<file path="src/rtl/hazard_ctrl_pkg.sv">
// Shared constants for the pipeline hazard controller: load opcode, FSM
// state encoding and pipeline stage indices.
package hazard_ctrl_pkg;

  localparam logic [6:0] INST_TYPE_L = 7'b0000011;

  localparam int STAGE_IF  = 0;
  localparam int STAGE_ID  = 1;
  localparam int STAGE_EX  = 2;
  localparam int STAGE_MEM = 3;
  localparam int STAGE_WB  = 4;

  typedef enum logic [1:0] {
    ST_IDLE     = 2'd0,
    ST_LU_STALL = 2'd1,
    ST_MC_HOLD  = 2'd2
  } hz_state_e;

endpackage

</file>
<file path="src/rtl/hazard_sat_cnt.sv">
// Saturating up-counter with synchronous clear (clear wins over increment).
module hazard_sat_cnt #(
  parameter int CNT_W = 16
) (
  input  logic             clk,
  input  logic             rst,
  input  logic             clr_i,
  input  logic             inc_i,
  output logic [CNT_W-1:0] cnt_o
);

  logic [CNT_W-1:0] cnt_q, cnt_d;

  always_comb begin
    cnt_d = cnt_q;
    if (clr_i)
      cnt_d = '0;
    else if (inc_i && (cnt_q != '1))
      cnt_d = cnt_q + 1'b1;
  end

  always_ff @(posedge clk or posedge rst) begin
    if (rst) cnt_q <= '0;
    else     cnt_q <= cnt_d;
  end

  assign cnt_o = cnt_q;

endmodule

</file>
<file path="src/rtl/hazard_ctrl.sv">
// Pipeline hazard controller: jump flush, multi-cycle EX hold and load-use
// stall sequencing, plus stall/flush performance counters.
//
//   state       | meaning
//   ST_IDLE     | no stall in progress, load-use detection armed
//   ST_LU_STALL | load-use stall continuing, lu_cnt cycles remain
//   ST_MC_HOLD  | multi-cycle EX op was holding the pipe last cycle
module hazard_ctrl
  import hazard_ctrl_pkg::*;
#(
  parameter int ADDR_W     = 32,
  parameter int REG_ADDR_W = 5,
  parameter int OPCODE_W   = 7,
  parameter int NUM_STAGES = 5,
  parameter int EX_STAGE   = STAGE_EX,
  parameter int LU_CYCLES  = 1,
  parameter int CNT_W      = 16
) (
  input  logic                  clk,
  input  logic                  rst,
  input  logic                  jump_flag_i,
  input  logic [ADDR_W-1:0]     jump_addr_i,
  input  logic                  mc_hold_i,
  input  logic [OPCODE_W-1:0]   ex_opcode_i,
  input  logic [REG_ADDR_W-1:0] ex_rd_addr_i,
  input  logic [REG_ADDR_W-1:0] id_rs1_addr_i,
  input  logic [REG_ADDR_W-1:0] id_rs2_addr_i,
  input  logic                  id_rs1_used_i,
  input  logic                  id_rs2_used_i,
  input  logic                  cnt_clr_i,
  output logic [NUM_STAGES-1:0] hold_o,
  output logic [NUM_STAGES-1:0] flush_o,
  output logic                  pc_jump_flag_o,
  output logic [ADDR_W-1:0]     pc_jump_addr_o,
  output logic [CNT_W-1:0]      stall_cnt_o,
  output logic [CNT_W-1:0]      flush_cnt_o
);

  localparam logic [NUM_STAGES-1:0] UPTO_EX_MASK = NUM_STAGES'((1 << (EX_STAGE + 1)) - 1);
  localparam logic [NUM_STAGES-1:0] BEFORE_EX_MASK = NUM_STAGES'((1 << EX_STAGE) - 1);
  localparam logic [NUM_STAGES-1:0] EX_BIT   = NUM_STAGES'(1) << EX_STAGE;
  localparam logic [NUM_STAGES-1:0] POST_EX_BIT = NUM_STAGES'(1) << (EX_STAGE + 1);
  localparam logic [3:0]            LU_INIT  = 4'(LU_CYCLES - 1);

  hz_state_e             state_q, state_d;
  logic [3:0]            lu_cnt_q, lu_cnt_d;
  logic                  lu_hit;
  logic [NUM_STAGES-1:0] hold_c, flush_c;
  logic                  pc_flag_c;

  assign lu_hit = (ex_opcode_i == OPCODE_W'(INST_TYPE_L)) && (ex_rd_addr_i != '0) &&
                  ((id_rs1_used_i && (ex_rd_addr_i == id_rs1_addr_i)) ||
                   (id_rs2_used_i && (ex_rd_addr_i == id_rs2_addr_i)));

  always_comb begin
    state_d   = state_q;
    lu_cnt_d  = lu_cnt_q;
    hold_c    = '0;
    flush_c   = '0;
    pc_flag_c = 1'b0;
    if (jump_flag_i) begin
      flush_c   = UPTO_EX_MASK;
      pc_flag_c = 1'b1;
      state_d   = ST_IDLE;
      lu_cnt_d  = 4'd0;
    end else if (mc_hold_i) begin
      hold_c   = UPTO_EX_MASK;
      flush_c  = POST_EX_BIT;
      state_d  = ST_MC_HOLD;
      lu_cnt_d = 4'd0;
    end else begin
      case (state_q)
        ST_IDLE: begin
          if (lu_hit) begin
            hold_c  = BEFORE_EX_MASK;
            flush_c = EX_BIT;
            if (LU_CYCLES > 1) begin
              state_d  = ST_LU_STALL;
              lu_cnt_d = LU_INIT;
            end
          end
        end
        ST_LU_STALL: begin
          hold_c   = BEFORE_EX_MASK;
          flush_c  = EX_BIT;
          lu_cnt_d = lu_cnt_q - 4'd1;
          if (lu_cnt_q == 4'd1) state_d = ST_IDLE;
        end
        // Drop cycle of a multi-cycle op: detection stays off until back in IDLE.
        ST_MC_HOLD: state_d = ST_IDLE;
        default: begin
          state_d  = ST_IDLE;
          lu_cnt_d = 4'd0;
        end
      endcase
    end
  end

  always_ff @(posedge clk or posedge rst) begin
    if (rst) begin
      state_q  <= ST_IDLE;
      lu_cnt_q <= 4'd0;
    end else begin
      state_q  <= state_d;
      lu_cnt_q <= lu_cnt_d;
    end
  end

  assign hold_o         = rst ? '0 : hold_c;
  assign flush_o        = rst ? '0 : flush_c;
  assign pc_jump_flag_o = rst ? 1'b0 : pc_flag_c;
  assign pc_jump_addr_o = pc_jump_flag_o ? jump_addr_i : '0;

  hazard_sat_cnt #(.CNT_W(CNT_W)) u_stall_cnt (
    .clk   (clk),
    .rst   (rst),
    .clr_i (cnt_clr_i),
    .inc_i (|hold_o),
    .cnt_o (stall_cnt_o)
  );

  hazard_sat_cnt #(.CNT_W(CNT_W)) u_flush_cnt (
    .clk   (clk),
    .rst   (rst),
    .clr_i (cnt_clr_i),
    .inc_i (jump_flag_i),
    .cnt_o (flush_cnt_o)
  );

endmodule

</file>
<file path="config.mk">
export PLATFORM = sky130hd
export DESIGN_NAME = hazard_ctrl
export DESIGN_NICKNAME = d
export VERILOG_FILES = /design/src/rtl/hazard_ctrl_pkg.sv /design/src/rtl/hazard_sat_cnt.sv /design/src/rtl/hazard_ctrl.sv
export SDC_FILE = /design/constraint.sdc
export NUM_CORES = 1
export LEC_CHECK = 0
export CAP_MARGIN = 5
export CELL_PAD_IN_SITES_DETAIL_PLACEMENT = 0
export CELL_PAD_IN_SITES_GLOBAL_PLACEMENT = 1
export CORE_MARGIN = 3
export CORE_UTILIZATION = 27
export CTS_CLUSTER_DIAMETER = 40
export DETAILED_ROUTE_END_ITERATION = 8
export PLACE_DENSITY = 0.87
export SLEW_MARGIN = 20
export SYNTH_ARGS = -nofsm -noshare
export SYNTH_HDL_FRONTEND = slang
export SYNTH_SLANG_ARGS = --single-unit
</file>
<file path="constraint.sdc">
create_clock -name clk -period 3.1 [get_ports clk]
set_clock_uncertainty 0.2 [all_clocks]
set_input_delay 0.62 -clock clk [delete_from_list [all_inputs] [get_ports clk]]
set_output_delay 0.62 -clock clk [all_outputs]
set_load 0.03 [all_outputs]
</file>
==> flow_metrics.py <==
metrics = {
    "floorplan": {
        "start_util_pct": 28.06,
        "die_w_um": 98.87,
        "row_count": 33,
        "ios": 136,
        "core_sq_um": 8299,
        "die_h_um": 98.87,
        "dieArea_sq_um": 9774,
    },
    "worst_setup_path": {
        "endpoint": "hold_o[0]",
        "cp_num_cells": 7,
        "path_cells": "dlygate4sd2_1, or4_4, o211ai_2, inv_2, a21oi_4, nor2_4, buf_6",
        "critPathMaxStageDelay_ps": 530,
        "critPathLaunch": "ex_rd_addr_i[1]",
        "end_kind": "output pin",
        "r2r_slack_ps": 700,
        "slowest_stage": "or4_4",
        "path_buf_inv": 3,
        "worstReg2RegEnd": "u_stall_cnt.cnt_o[7]",
        "rr_worst_depth": 7,
        "cp-start-kind": "input pin",
        "rr_startpoint": "u_stall_cnt.cnt_o[0]",
        "path_max_fanout": 4,
        "crit_family": "simple AND/OR/NAND/NOR gates",
        "arrival_ps": 2160,
        "path_class": "in -> out",
        "required_ps": 2280,
    },
    "clock_tree": {
        "cts.sinks": 33,
        "h-tree-depth": 2,
        "cts_inserted_buffers": 5,
        "cts_hold_buf": 0,
        "clk_path_buf_depth": 2,
        "cts.reportedPaths.clkPinSlew_ps": 70,
        "clk-insertion-delay-late_ps": 280,
        "clock-root-buffer": "clkbuf_8",
        "cts_tree": "yes",
    },
    "sta": {
        "hold_viol_final": 0,
        "final_max_slew_viol_count": 0,
        "final-setup-viol-count": 0,
        "slew_headroom_pct": 57.21,
        "grt_setup_unrepaired": "no",
        "period_share_pct": 96.09,
        "period_needed_ps": 2979,
        "final.setup.worst_slack_ps": 121.1,
        "worst_pin_slew_ps": 639.8,
        "fmax_ghz": 0.3357,
    },
    "routing": {
        "post-route-drc-count": 0,
        "ant_nets": 0,
        "dr.pass1.iters": 4,
        "drt_wl_total_mm": 7.209,
        "via_per_inst": 4.791,
        "first_iter_violations": 69,
        "via_count": 2424,
        "wl_per_cell_um": 14.25,
    },
    "run_status": {
        "status": "finished, final reports clean",
    },
    "placed_design": {
        "port_buffers": 132,
        "place_hpwl_mm": 5.476,
        "gp_congestion": 0.8172,
        "pre_cts_ws_ps": -62.97,
    },
    "finish": {
        "final_util_pct": 45.92,
        "drive_above_1_share_pct": 20.70,
        "multi_input_area_sq_um": 1340,
        "fillCellCount": 793,
        "diodes": 0,
        "syn_to_final_growth_pct": 63.68,
        "ff_latch_area_sq_um": 825.8,
        "fin_nets": 463,
    },
    "power": {
        "seqPwrFrac_pct": 42.7,
        "intPower_mw": 0.7372,
        "swShare_pct": 28.29,
        "net-switching-power_mw": 0.2908,
        "combPwrFrac_pct": 27.1,
        "clkPwrFrac_pct": 30.2,
        "pwr_density_cell_nw_per_um2": 269.7,
        "power_leakage_nw": 1.582,
        "p_total_mw": 1.028,
        "ir_drop_uv": 183.2,
    },
    "global_routing": {
        "grt_max_degree": 36,
        "overflow": 0,
        "antenna_found_initial": 0,
        "grt_pass1_wl_mm": 11.33,
        "grtUsageTotal_pct": 13.99,
        "grt_pass1_vias": 2308,
    },
    "logic_synthesis": {
        "synth_edf_count": 0,
        "synth_flop_cell": "dfrtp_1",
        "yosysWarnings": 0,
        "synth_cell_types": 52,
        "async_reset_ff_share_pct": 100.0,
        "synth.avg_cell_area_sq_um": 8.921,
        "synth-seq-cells": 33,
        "synth_area_sq_um": 2328,
        "seq_area_frac_synth_pct": 35.46,
        "synthCells": 261,
    },
    "worst_hold_path": {
        "hold_class": "reg -> reg",
    },
    "run": {
        "cap_violations": 0,
    },
}
[cell type report]
class	instances	share of cell area [%]
Clock buffer	8	2.101
Inverter	8	0.7879
Multi-Input combinational cell	201	35.16
Sequential cell	33	21.67
Tap cell	105	3.447
Timing Repair Buffer	151	36.84
[registers in the layout, summed over array words and instances, names as in the netlist]
signal / flops
state_q: 1
u_stall_cnt.cnt_o: 16
u_flush_cnt.cnt_o: 16
[power by group through the flow]
stage | clock network, mW | registers [mW] | logic (mW)
6_report | 0.310 | 0.439 | 0.278
5_1_grt | 0.348 | 0.440 | 0.297
4_1_cts | 0.328 | 0.439 | 0.281
3_5_place_dp | 0 | 0.447 | 0.277
3_3_place_gp | 0 | 0.447 | 0.275
2_1_floorplan | 0 | 0.454 | 0.131
[stage by stage]
step	instances	instance area [sq um]	setup TNS (ps)	hold slack, ps
after floorplan	263	2336	0	486.4
after global placement	492	3684	-94.09	348.0
after detailed placement	492	3684	-235.4	357.3
after CTS	506	3811	0	372.8
after global routing	506	3811	0	389.5
final	506	3811	0	362.0
[worst min path at each step]
stage,start,endpoint,cells after the start
CTS,u_flush_cnt.cnt_o[14],u_flush_cnt.cnt_o[14],2
global route,rst,state_q[1],2
floorplan,jump_flag_i,state_q[1],1
detailed placement,u_flush_cnt.cnt_o[14],u_flush_cnt.cnt_o[14],2
global placement,u_flush_cnt.cnt_o[14],u_flush_cnt.cnt_o[14],2
finish,u_flush_cnt.cnt_o[14],u_flush_cnt.cnt_o[14],2
[worst reg2reg max path: cells and delay by family, from the launching register on]
family                   cells  cell delay (ps)
AND/OR/NAND/NOR              4             1090
flip-flops                   1              420
adder cells (fa/ha/maj)      1              270
AO/OA/AOI/OAI                2              340
[Yosys cell counts, types with 2 or more instances]
cell	count	area [sq um]
a211oi_2	2	25.02
a21oi_1	12	60.06
and2_1	34	212.7
and3_1	7	43.79
and4_1	3	26.28
buf_4	7	52.55
clkbuf_1	9	33.78
dfrtp_1	33	825.8
ha_1	2	25.02
inv_1	7	26.28
mux2_2	3	33.78
mux2i_1	2	20.02
nand2_1	15	56.30
nand2b_1	3	18.77
nand3_1	12	60.06
nand4_1	7	43.79
nor2_1	21	78.83
nor2b_1	5	31.28
nor3_1	2	10.01
nor4_1	3	18.77
nor4b_1	3	26.28
o211ai_1	2	15.01
o21ai_0	3	15.01
o31a_1	2	17.52
o31ai_1	7	52.55
o41ai_1	2	17.52
or3_1	3	18.77
or4_1	5	37.54
or4_2	2	17.52
xnor2_1	11	96.34
xor2_1	11	96.34
[cells by family (layout without fill, tap and decap cells)]
family,after synthesis,after routing,synth area share [%]
simple gates,132,132,32.67
buf+inv,29,167,7.307
flops,33,33,35.46
compound gates,36,36,12.09
other cells,1,3,0.1610
xor+xnor,22,22,8.275
mux,6,6,2.955
fa+ha+maj,2,2,1.075
[cell usage in the layout (no fill, tap or decap), types with 4 or more instances in the layout]
cell type and n:
nor2_1 21, xor2_1 11, clkdlybuf4s50_1 88, o31ai_1 7, nand2_1 15, inv_1 7, nand4_1 7, clkbuf_8 5
and2_1 34, a21oi_1 12, nand3_1 12, dlygate4sd2_1 4, buf_4 54, and3_1 7, or4_1 5, nor2b_1 5
xnor2_1 11, dfrtp_1 33
[metal layers]
metal | up-vias | share of wire, % | global-route usage, %
met1 | 1121 | 42 | 17.91
met3 | 6 | 9.6 | 3.680
met5 | - | 0 | 0
met2 | 114 | 47 | 23.30
li1 | 1183 | - | -
met4 | 0 | 0.93 | 3.782
[what timing repair did]
action | CTS | global route
setup endpoints to repair | 2 | 0
gates resized for setup | 6 | 0
setup buffers | 6 | 0
(Power assumes the default switching activity.)
